[src/rtl/id_ex_if.sv]
// rtl/id_ex_if.sv - ID/EX stage bus: decode fields, RegFile/WB ports, control and EX outputs
interface id_ex_if #(
    parameter int XLEN   = 32,
    parameter int CTRL_W = 8,
    parameter int CNT_W  = 16
);
    logic              id_valid;
    logic [XLEN-1:0]   id_pc;
    logic [XLEN-1:0]   id_imm;
    logic [4:0]        id_rs1;
    logic [4:0]        id_rs2;
    logic              id_use_rs1;
    logic              id_use_rs2;
    logic [4:0]        id_rd;
    logic              id_regwrite;
    logic              id_memread;
    logic              id_memwrite;
    logic [CTRL_W-1:0] id_ctrl;
    logic [XLEN-1:0]   rf_rdata1;
    logic [XLEN-1:0]   rf_rdata2;
    logic              wb_regwrite;
    logic [4:0]        wb_rd;
    logic [XLEN-1:0]   wb_wdata;
    logic              flush;
    logic              ext_stall;

    logic              ex_valid;
    logic [XLEN-1:0]   ex_pc;
    logic [XLEN-1:0]   ex_imm;
    logic [4:0]        ex_rs1;
    logic [4:0]        ex_rs2;
    logic [4:0]        ex_rd;
    logic              ex_regwrite;
    logic              ex_memread;
    logic              ex_memwrite;
    logic [CTRL_W-1:0] ex_ctrl;
    logic [XLEN-1:0]   ex_rdata1;
    logic [XLEN-1:0]   ex_rdata2;
    logic              stall_out;
    logic [CNT_W-1:0]  bubble_cnt;

    modport master (
        output id_valid, id_pc, id_imm, id_rs1, id_rs2, id_use_rs1, id_use_rs2, id_rd,
               id_regwrite, id_memread, id_memwrite, id_ctrl, rf_rdata1, rf_rdata2,
               wb_regwrite, wb_rd, wb_wdata, flush, ext_stall,
        input  ex_valid, ex_pc, ex_imm, ex_rs1, ex_rs2, ex_rd, ex_regwrite, ex_memread,
               ex_memwrite, ex_ctrl, ex_rdata1, ex_rdata2, stall_out, bubble_cnt
    );

    modport slave (
        input  id_valid, id_pc, id_imm, id_rs1, id_rs2, id_use_rs1, id_use_rs2, id_rd,
               id_regwrite, id_memread, id_memwrite, id_ctrl, rf_rdata1, rf_rdata2,
               wb_regwrite, wb_rd, wb_wdata, flush, ext_stall,
        output ex_valid, ex_pc, ex_imm, ex_rs1, ex_rs2, ex_rd, ex_regwrite, ex_memread,
               ex_memwrite, ex_ctrl, ex_rdata1, ex_rdata2, stall_out, bubble_cnt
    );
endinterface

[src/rtl/id_ex_stage.sv]
// rtl/id_ex_stage.sv - ID/EX pipeline register with WB bypass, load-use bubble, flush, hold
module id_ex_stage #(
    parameter int XLEN   = 32,
    parameter int CTRL_W = 8,
    parameter int CNT_W  = 16
) (
    input  logic   clk,
    input  logic   rst,
    id_ex_if.slave bus
);
    logic              ex_valid;
    logic [XLEN-1:0]   ex_pc;
    logic [XLEN-1:0]   ex_imm;
    logic [4:0]        ex_rs1;
    logic [4:0]        ex_rs2;
    logic [4:0]        ex_rd;
    logic              ex_regwrite;
    logic              ex_memread;
    logic              ex_memwrite;
    logic [CTRL_W-1:0] ex_ctrl;
    logic [XLEN-1:0]   ex_rdata1;
    logic [XLEN-1:0]   ex_rdata2;
    logic [CNT_W-1:0]  bubble_cnt;

    logic [XLEN-1:0]   op1;
    logic [XLEN-1:0]   op2;
    logic              hazard;
    logic              load_bubble;

    // WB write-through: the RegFile commits on the edge, so a same-cycle write is not yet visible
    always_comb begin
        op1 = bus.rf_rdata1;
        op2 = bus.rf_rdata2;
        if (bus.wb_regwrite && (bus.wb_rd != 5'd0) && (bus.wb_rd == bus.id_rs1)) op1 = bus.wb_wdata;
        if (bus.wb_regwrite && (bus.wb_rd != 5'd0) && (bus.wb_rd == bus.id_rs2)) op2 = bus.wb_wdata;
    end

    // Load-use: a load in EX whose result ID needs cannot be forwarded in time
    always_comb begin
        hazard = bus.id_valid & ex_valid & ex_memread & (ex_rd != 5'd0) &
                 ((bus.id_use_rs1 & (ex_rd == bus.id_rs1)) |
                  (bus.id_use_rs2 & (ex_rd == bus.id_rs2)));
        load_bubble = bus.flush | (~bus.ext_stall & (hazard | ~bus.id_valid));
    end

    // Pipeline register: flush > hold > hazard bubble > normal load
    always_ff @(posedge clk or negedge rst) begin
        if (!rst) begin
            ex_valid    <= 1'b0;
            ex_pc       <= '0;
            ex_imm      <= '0;
            ex_rs1      <= '0;
            ex_rs2      <= '0;
            ex_rd       <= '0;
            ex_regwrite <= 1'b0;
            ex_memread  <= 1'b0;
            ex_memwrite <= 1'b0;
            ex_ctrl     <= '0;
            ex_rdata1   <= '0;
            ex_rdata2   <= '0;
        end else if (load_bubble) begin
            ex_valid    <= 1'b0;
            ex_pc       <= '0;
            ex_imm      <= '0;
            ex_rs1      <= '0;
            ex_rs2      <= '0;
            ex_rd       <= '0;
            ex_regwrite <= 1'b0;
            ex_memread  <= 1'b0;
            ex_memwrite <= 1'b0;
            ex_ctrl     <= '0;
            ex_rdata1   <= '0;
            ex_rdata2   <= '0;
        end else if (!bus.ext_stall) begin
            ex_valid    <= 1'b1;
            ex_pc       <= bus.id_pc;
            ex_imm      <= bus.id_imm;
            ex_rs1      <= bus.id_rs1;
            ex_rs2      <= bus.id_rs2;
            ex_rd       <= bus.id_rd;
            ex_regwrite <= bus.id_regwrite;
            ex_memread  <= bus.id_memread;
            ex_memwrite <= bus.id_memwrite;
            ex_ctrl     <= bus.id_ctrl;
            ex_rdata1   <= op1;
            ex_rdata2   <= op2;
        end
    end

    // Saturating count of load-use bubbles; flush or hold take precedence and do not count
    always_ff @(posedge clk or negedge rst) begin
        if (!rst) begin
            bubble_cnt <= '0;
        end else if (!bus.flush && !bus.ext_stall && hazard && (bubble_cnt != {CNT_W{1'b1}})) begin
            bubble_cnt <= bubble_cnt + CNT_W'(1);
        end
    end

    assign bus.ex_valid    = ex_valid;
    assign bus.ex_pc       = ex_pc;
    assign bus.ex_imm      = ex_imm;
    assign bus.ex_rs1      = ex_rs1;
    assign bus.ex_rs2      = ex_rs2;
    assign bus.ex_rd       = ex_rd;
    assign bus.ex_regwrite = ex_regwrite;
    assign bus.ex_memread  = ex_memread;
    assign bus.ex_memwrite = ex_memwrite;
    assign bus.ex_ctrl     = ex_ctrl;
    assign bus.ex_rdata1   = ex_rdata1;
    assign bus.ex_rdata2   = ex_rdata2;
    assign bus.stall_out   = ~bus.flush & (bus.ext_stall | hazard);
    assign bus.bubble_cnt  = bubble_cnt;
endmodule
[src/flat_wrapper.sv]
// flat-port wrapper written by rule: the top's interface ports become plain ports
module id_ex_stage_flat 
#(
    parameter int XLEN   = 32,
    parameter int CTRL_W = 8,
    parameter int CNT_W  = 16
)
  (clk, rst, bus_id_valid, bus_id_pc, bus_id_imm, bus_id_rs1, bus_id_rs2, bus_id_use_rs1, bus_id_use_rs2, bus_id_rd, bus_id_regwrite, bus_id_memread, bus_id_memwrite, bus_id_ctrl, bus_rf_rdata1, bus_rf_rdata2, bus_wb_regwrite, bus_wb_rd, bus_wb_wdata, bus_flush, bus_ext_stall, bus_ex_valid, bus_ex_pc, bus_ex_imm, bus_ex_rs1, bus_ex_rs2, bus_ex_rd, bus_ex_regwrite, bus_ex_memread, bus_ex_memwrite, bus_ex_ctrl, bus_ex_rdata1, bus_ex_rdata2, bus_stall_out, bus_bubble_cnt);
  id_ex_if #(.XLEN(XLEN), .CTRL_W(CTRL_W), .CNT_W(CNT_W)) bus_i ();
  input  logic clk;
  input  logic rst;
  input wire logic [$bits(bus_i.id_valid)-1:0] bus_id_valid;
  input wire logic [$bits(bus_i.id_pc)-1:0] bus_id_pc;
  input wire logic [$bits(bus_i.id_imm)-1:0] bus_id_imm;
  input wire logic [$bits(bus_i.id_rs1)-1:0] bus_id_rs1;
  input wire logic [$bits(bus_i.id_rs2)-1:0] bus_id_rs2;
  input wire logic [$bits(bus_i.id_use_rs1)-1:0] bus_id_use_rs1;
  input wire logic [$bits(bus_i.id_use_rs2)-1:0] bus_id_use_rs2;
  input wire logic [$bits(bus_i.id_rd)-1:0] bus_id_rd;
  input wire logic [$bits(bus_i.id_regwrite)-1:0] bus_id_regwrite;
  input wire logic [$bits(bus_i.id_memread)-1:0] bus_id_memread;
  input wire logic [$bits(bus_i.id_memwrite)-1:0] bus_id_memwrite;
  input wire logic [$bits(bus_i.id_ctrl)-1:0] bus_id_ctrl;
  input wire logic [$bits(bus_i.rf_rdata1)-1:0] bus_rf_rdata1;
  input wire logic [$bits(bus_i.rf_rdata2)-1:0] bus_rf_rdata2;
  input wire logic [$bits(bus_i.wb_regwrite)-1:0] bus_wb_regwrite;
  input wire logic [$bits(bus_i.wb_rd)-1:0] bus_wb_rd;
  input wire logic [$bits(bus_i.wb_wdata)-1:0] bus_wb_wdata;
  input wire logic [$bits(bus_i.flush)-1:0] bus_flush;
  input wire logic [$bits(bus_i.ext_stall)-1:0] bus_ext_stall;
  output wire logic [$bits(bus_i.ex_valid)-1:0] bus_ex_valid;
  output wire logic [$bits(bus_i.ex_pc)-1:0] bus_ex_pc;
  output wire logic [$bits(bus_i.ex_imm)-1:0] bus_ex_imm;
  output wire logic [$bits(bus_i.ex_rs1)-1:0] bus_ex_rs1;
  output wire logic [$bits(bus_i.ex_rs2)-1:0] bus_ex_rs2;
  output wire logic [$bits(bus_i.ex_rd)-1:0] bus_ex_rd;
  output wire logic [$bits(bus_i.ex_regwrite)-1:0] bus_ex_regwrite;
  output wire logic [$bits(bus_i.ex_memread)-1:0] bus_ex_memread;
  output wire logic [$bits(bus_i.ex_memwrite)-1:0] bus_ex_memwrite;
  output wire logic [$bits(bus_i.ex_ctrl)-1:0] bus_ex_ctrl;
  output wire logic [$bits(bus_i.ex_rdata1)-1:0] bus_ex_rdata1;
  output wire logic [$bits(bus_i.ex_rdata2)-1:0] bus_ex_rdata2;
  output wire logic [$bits(bus_i.stall_out)-1:0] bus_stall_out;
  output wire logic [$bits(bus_i.bubble_cnt)-1:0] bus_bubble_cnt;
  assign bus_i.id_valid = bus_id_valid;
  assign bus_i.id_pc = bus_id_pc;
  assign bus_i.id_imm = bus_id_imm;
  assign bus_i.id_rs1 = bus_id_rs1;
  assign bus_i.id_rs2 = bus_id_rs2;
  assign bus_i.id_use_rs1 = bus_id_use_rs1;
  assign bus_i.id_use_rs2 = bus_id_use_rs2;
  assign bus_i.id_rd = bus_id_rd;
  assign bus_i.id_regwrite = bus_id_regwrite;
  assign bus_i.id_memread = bus_id_memread;
  assign bus_i.id_memwrite = bus_id_memwrite;
  assign bus_i.id_ctrl = bus_id_ctrl;
  assign bus_i.rf_rdata1 = bus_rf_rdata1;
  assign bus_i.rf_rdata2 = bus_rf_rdata2;
  assign bus_i.wb_regwrite = bus_wb_regwrite;
  assign bus_i.wb_rd = bus_wb_rd;
  assign bus_i.wb_wdata = bus_wb_wdata;
  assign bus_i.flush = bus_flush;
  assign bus_i.ext_stall = bus_ext_stall;
  assign bus_ex_valid = bus_i.ex_valid;
  assign bus_ex_pc = bus_i.ex_pc;
  assign bus_ex_imm = bus_i.ex_imm;
  assign bus_ex_rs1 = bus_i.ex_rs1;
  assign bus_ex_rs2 = bus_i.ex_rs2;
  assign bus_ex_rd = bus_i.ex_rd;
  assign bus_ex_regwrite = bus_i.ex_regwrite;
  assign bus_ex_memread = bus_i.ex_memread;
  assign bus_ex_memwrite = bus_i.ex_memwrite;
  assign bus_ex_ctrl = bus_i.ex_ctrl;
  assign bus_ex_rdata1 = bus_i.ex_rdata1;
  assign bus_ex_rdata2 = bus_i.ex_rdata2;
  assign bus_stall_out = bus_i.stall_out;
  assign bus_bubble_cnt = bus_i.bubble_cnt;
  id_ex_stage #(.XLEN(XLEN), .CTRL_W(CTRL_W), .CNT_W(CNT_W)) u_core (.clk(clk), .rst(rst), .bus(bus_i));
endmodule
[config.mk]
export PLATFORM = sky130hd
export DESIGN_NAME = id_ex_stage_flat
export DESIGN_NICKNAME = d
export VERILOG_FILES = /design/src/rtl/id_ex_if.sv /design/src/rtl/id_ex_stage.sv /design/src/flat_wrapper.sv
export SDC_FILE = /design/constraint.sdc
export NUM_CORES = 1
export LEC_CHECK = 0
export CORE_AREA = 2 2 146 148
export DETAILED_ROUTE_END_ITERATION = 12
export DIE_AREA = 0 0 148 150
export PLACE_DENSITY = 0.77
export SKIP_CTS_REPAIR_TIMING = 1
export SLEW_MARGIN = 20
export SYNTH_ARGS = -nofsm -noshare
export SYNTH_HDL_FRONTEND = slang
export SYNTH_SLANG_ARGS = --single-unit
[constraint.sdc]
create_clock -name clk -period 5.9 [get_ports clk]
set_input_delay 1.18 -clock clk [delete_from_list [all_inputs] [get_ports clk]]
set_output_delay 1.18 -clock clk [all_outputs]
set_load 0.01 [all_outputs]
==> reports/metrics.cfg, run 1 <==
[pwr]
finalPower_w=0.00273
ir_drop_mv=0.157
power_density_nw_per_um2=232
p_leak_nw=4.89

[place]
hpwl_um=17500
gp_congestion=0.797
dpl_cell_area_sq_um=11200
io_buffers=370

[setup_path]
crit_type=in2out
crit_top_cell=clkdlybuf4s50_1
crit_required_ns=4.72
r2r-start=u_core.bus.ex_rd[4]$_DFFE_PN0P_
max_stage_delay_ns=0.62
endpoint_kind=primary output
path_max_fanout=5
startpoint_type=primary input
crit_family=buffers and inverters
crit_buf_inv=2
crit_arrival_ns=3.44
cp-startpoint=bus_id_rs2[4]
crit_chain=clkdlybuf4s50_1 -> xnor2_1 -> nand4_1 -> o22ai_2 -> nand3_2 -> a21oi_1 -> clkdlybuf4s50_1
slowest_stage=clkdlybuf4s50_1

[die]
fp.dieW_um=148
ios=371
die_area_sq_um=22200
num_rows=53
die_h_um=150
core-area_sq_um=20700
start_util_pct=36.1

[layout]
final_common_cell=clkdlybuf4s50_1
layout-drive-gt1-share_pct=13.3
final_cell_mix=clkdlybuf4s50_1 (369), dfrtp_1 (171), nand2_1 (76), a22o_2 (76), mux2i_1 (64)
final_area_sq_um=11700
diodes=0
syn_to_final_growth_pct=57.3
fin_nets=1148

[timing]
fin_skew_ns=0.0112
setup_viol=0
timing.fmax_mhz=216
finalCriticalPeriod_ns=4.62
rsz0062_at_grt=false
hold_viol_final=0
drv_slew=0
finalCritPeriodShare_pct=78.4
finalHoldWorstSlack_ns=0.486
tightest_slew_ns=1.09
max_slew_margin_pct=27.3
fin_setup_tns_ns=0

[outcome]
status=complete, no violations

[grt]
grt_usage_pct=21.0
antenna_found_initial=0
grt_pass1_vias=6321
grt_overflow_total=0
grt_pass1_wl_um=35900
grt_max_degree=100

[min_path]
holdCritPathClass=reg2reg
hp-start=u_core.bus.ex_rdata2[19]$_DFFE_PN0P_

[synth]
ys_seq_elements=171
synth_edf_count=0
synthFlopType=dfrtp_1
synth_nets=792
ys_warn_count=0
synthArstFlopShare_pct=100
syn_area_sq_um=7460
netlist-cell-type-count=33
synth_cells=592
synth_area_per_cell_sq_um=12.6
ys_seq_area_share_pct=57.3

[clock_tree]
root_buffer=clkbuf_16
cts_sinks=171
htreeDepth=4
tritoncts=done
clk_pin_slew_worst_paths_ns=0.07
cts_buffer_depth=2
cts_made_buffers=17
insertion_delay_ns=0.42

[flow_run]
maxCapViolCount=0

[routing]
wl_per_cell_um=19.3
dr.pass1.iters=6
remaining_drc_errors=0
viasPerCell=4.99
via_count=6165
wl_um=23900
antenna_left=0
dr.first_iter.drc_count=306

-- per-stage QoR --
| step | util (%) | instances | setup WS (ns) |
|---|---|---|---|
| after floorplan | - | 592 | 2.68 |
| after CTS | 56.7 | 1236 | 1.25 |
| after detailed placement | 54.0 | 1204 | 1.27 |
| after global placement | 54.0 | 1204 | 1.29 |
| after global routing | 56.7 | 1236 | 1.16 |
| final | 56.7 | 1236 | 1.28 |
-- worst register-to-register path: stages, from the launching register on --
cell and delay, ns:
dfrtp_1 0.52, xnor2_1 0.23, nand4_1 0.12, o22ai_2 0.42
nand3_2 0.18, nand2_2 0.51, buf_4 0.48, o21ai_1 0.14
-- state kept, by name, summed over array words and instances (netlist names) --
| name | count |
|---|---|
| u_core.bus.ex_imm | 32 |
| u_core.bus.ex_pc | 32 |
| u_core.bus.ex_rdata1 | 32 |
| u_core.bus.ex_rdata2 | 32 |
| u_core.bus.bubble_cnt | 16 |
| u_core.bus.ex_ctrl | 8 |
| u_core.bus.ex_rd | 5 |
| u_core.bus.ex_rs1 | 5 |
| u_core.bus.ex_rs2 | 5 |
| u_core.bus.ex_memread | 1 |
| u_core.bus.ex_memwrite | 1 |
| u_core.bus.ex_regwrite | 1 |
| u_core.bus.ex_valid | 1 |
-- worst paths after layout --
path / end / slack (ns) / cells past startpoint
max in group asynchronous: u_core.bus.ex_imm[1]$_DFFE_PN0P_ / 3.91 / 2
worst max register to register: u_core.bus.ex_rdata2[18]$_DFFE_PN0P_ / 3.17 / 7
worst max-delay path: bus_stall_out / 1.28 / 7
worst min register to register: u_core.bus.ex_rdata2[19]$_DFFE_PN0P_ / 0.49 / 2
worst min-delay path: u_core.bus.ex_rdata2[19]$_DFFE_PN0P_ / 0.49 / 2
min in group asynchronous: u_core.bus.ex_rdata1[30]$_DFFE_PN0P_ / 0.87 / 1
-- Yosys cell counts, drive strengths merged (2+ instances only) --
cell type / instances / area (sq um)
mux2: 2 / 22.5
nand4: 5 / 31.3
xor2: 15 / 131
and2: 2 / 16.3
mux2i: 64 / 641
buf: 22 / 332
nor4: 6 / 67.6
a22o: 90 / 883
nand3: 10 / 60.1
nand2: 77 / 289
clkbuf: 18 / 67.6
inv: 4 / 15.0
o21ai: 65 / 329
dfrtp: 171 / 4280
xnor2: 19 / 166
nor2: 6 / 22.5
nor3: 8 / 40.0
-- kinds of logic (layout without fill, tap and decap cells) --
logic type,count (synthesis),after routing,synth area share (%)
AO/OA/AOI/OAI,158,158,16.6
adder cells (fa/ha/maj),1,1,0.168
multiplexers,66,66,8.89
AND/OR/NAND/NOR,118,118,7.46
XOR/XNOR,34,34,3.99
flip-flops,171,171,57.3
buffers and inverters,44,413,5.55
-- power breakdown --
group	internal, W	total [W]	switching (W)
clock	0.000570	0.00110	0.000525
sequential	0.00121	0.00124	0.0000262
combinational	0.000233	0.000392	0.000159
-- cell type report --
type	count	area [sq um]
flip-flops and latches	171	4280
clock buffers	18	439
repair buffers	377	3760
multi-input cells	377	2780
well taps	275	344
fillers	1721	8950
inverters	4	15.0
clock inverters	14	124
-- routing by layer --
| metal | track usage, % | wire, um | up-vias |
|---|---|---|---|
| met2 | 35.6 | 11900 | 275 |
| met1 | 25.8 | 9630 | 3009 |
| met3 | 6.28 | 1860 | 31 |
| met5 | 0 | 0 | - |
| li1 | - | - | 2850 |
| met4 | 6.38 | 497 | 0 |
No activity file was read; power rests on OpenSTA's default activity.
==> run 2, diff against run 1 <==
Settings changed: CORE_AREA 2 2 146 148 to unset, CORE_UTILIZATION set to 37, DIE_AREA 0 0 148 150 to unset, PLACE_DENSITY 0.77 to 0.82.
Clock period 5.9 ns to 4.2 ns, I/O delays scaled along.
==> run 2 against run 1 <==
- worst setup slack got worse by 0.94 ns
- routed wire length fell by 0.75%
- global-route usage grew 1.5 points
- clock skew rose by 0.0015 ns
- die area decreased by 6.6%
- critical path depth stayed put
- register-to-register slack worse by 1.6 ns
- via count fell by 0.36%
==> reports/metrics.cfg, run 2 (same netlist as run 1, synthesis figures left out) <==
[outcome]
status=complete, no violations

[setup_path]
rr_endpoint=u_core.bus.ex_rs2[0]$_DFFE_PN0P_
crit_required_ns=3.36  ; -1.36 ns
endpoint_kind=primary output
slowest_stage=clkdlybuf4s50_1
crit_family=buffers and inverters
max_stage_delay_ns=0.57  ; -0.05 ns
startpoint_type=primary input
crit_type=in2out
crit_top_cell=clkdlybuf4s50_1
reg2reg_slack_ns=1.59  ; -1.58 ns
crit_chain=clkdlybuf4s50_1 -> xnor2_1 -> nand4_1 -> o22ai_2 -> nand3_2 -> a21oi_1 -> clkdlybuf4s50_1
path_max_fanout=5  ; unchanged
crit_arrival_ns=3.02  ; -0.42 ns
crit_buf_inv=2  ; unchanged
ff2ff_path_depth=5  ; -2
r2r-start=u_core.bus.ex_rd[1]$_DFFE_PN0P_

[clock_tree]
clk_pin_slew_worst_paths_ns=0.07  ; about the same
htreeDepth=4  ; unchanged
root_buffer=clkbuf_16
tritoncts=done
cts_buffer_depth=2  ; unchanged
cts_sinks=171  ; unchanged
cts_made_buffers=17  ; unchanged
insertion_delay_ns=0.43  ; about the same

[pwr]
power_density_nw_per_um2=338  ; +45%
ir_drop_mv=0.241  ; +53%
finalPower_w=0.00399  ; +47%
p_leak_nw=4.94  ; +0.85%

[layout]
nFillCells=1598  ; -7.1%
instances_no_fill=1227  ; -0.73%
syn_to_final_growth_pct=58.5
final_common_cell=clkdlybuf4s50_1
fin_nets=1148  ; unchanged
layout-drive-gt1-share_pct=13.3  ; unchanged
final_cell_mix=clkdlybuf4s50_1 (369), dfrtp_1 (171), nand2_1 (76), a22o_2 (76), mux2i_1 (64)
fin_util_pct=60.4  ; +3.6 points

[timing]
max_slew_margin_pct=30.1  ; +2.8 points
rsz0062_at_grt=false
tightest_slew_ns=1.05  ; -0.0424 ns
hold_viol_final=0  ; unchanged
fin_setup_tns_ns=0  ; unchanged
setup_viol=0  ; unchanged
fin_skew_ns=0.0127  ; +0.00146 ns
finalCriticalPeriod_ns=3.86
timing.fmax_mhz=259
drv_slew=0  ; unchanged
worst_slack_ns=0.339  ; -0.938 ns
finalCritPeriodShare_pct=91.9

[routing]
antenna_left=0  ; unchanged
via_count=6143  ; -0.36%
remaining_drc_errors=0  ; unchanged
wl_um=23700  ; -0.75%
dr.pass1.iters=6  ; unchanged
dr.first_iter.drc_count=274  ; -10%
viasPerCell=5.01  ; +0.37%
wl_per_cell_um=19.3  ; about the same

[die]
die_h_um=144  ; -4.0%
fp.dieW_um=144  ; -2.7%
ios=371  ; unchanged
num_rows=51  ; -3.8%
die_area_sq_um=20700  ; -6.6%
core-area_sq_um=19600  ; -5.3%
start_util_pct=38.1  ; +2.0 points

[grt]
grt_max_degree=91  ; -9.0%
grt_pass1_wl_um=34600  ; -3.8%
grt_usage_pct=22.4  ; +1.5 points
grt_pass1_vias=6194  ; -2.0%
grt_overflow_total=0  ; unchanged
antenna_found_initial=1  ; +1

[flow_run]
maxCapViolCount=0  ; unchanged

[place]
io_buffers=370  ; unchanged
placedCellCount=1194  ; -0.83%
post-place-ws_ns=0.335  ; -0.931 ns
hpwl_um=17500  ; -0.20%
gp_congestion=0.799  ; +0.25%

[min_path]
holdCritPathClass=in2async

-- run 2: worst max-delay path by stage --
stage | from | to | slack (ns) | cells past startpoint
after floorplan | bus_id_rs2[1] | bus_stall_out | 1.66 | 5
after global placement | bus_id_rs1[4] | bus_stall_out | 0.36 | 7
after detailed placement | bus_id_rs1[0] | bus_stall_out | 0.33 | 7
after CTS | bus_id_rs1[0] | bus_stall_out | 0.28 | 7
after global routing | bus_id_rs1[4] | bus_stall_out | 0.24 | 7
final | bus_id_rs1[0] | bus_stall_out | 0.34 | 7
-- run 2: area by class of cell --
class                      instances  area [sq um]  area share (%)
antenna                            1          2.50          0.0212
clock buffer                      17           425            3.60
clock inverter                    15           200            1.69
inverter                           4          15.0           0.127
multi-input combinational        377          2780            23.5
sequential                       171          4280            36.2
tap                              265           332            2.80
timing repair buffer             377          3790            32.1
-- run 2: per-stage QoR --
step           hold WS [ns]  area [sq um]
2_1_floorplan         0.516          7460
3_3_place_gp          0.464         11200
3_5_place_dp          0.474         11200
4_1_cts               0.450         11800
5_1_grt               0.477         11800
6_report              0.433         11800
-- run 2: power breakdown --
group          switching, W  internal, W
clock network      0.000734     0.000964
registers         0.0000353      0.00170
logic              0.000225     0.000331
-- run 2: layer usage --
metal / track usage, % / wire [um] / share of wire, % / up-vias
li1: - / - / - / 2857
met1: 25.1 / 8720 / 37 / 2990
met2: 38.7 / 12300 / 52 / 261
met3: 8.74 / 2280 / 9.6 / 35
met4: 7.50 / 471 / 2.0 / 0
met5: 0 / 0 / 0 / -
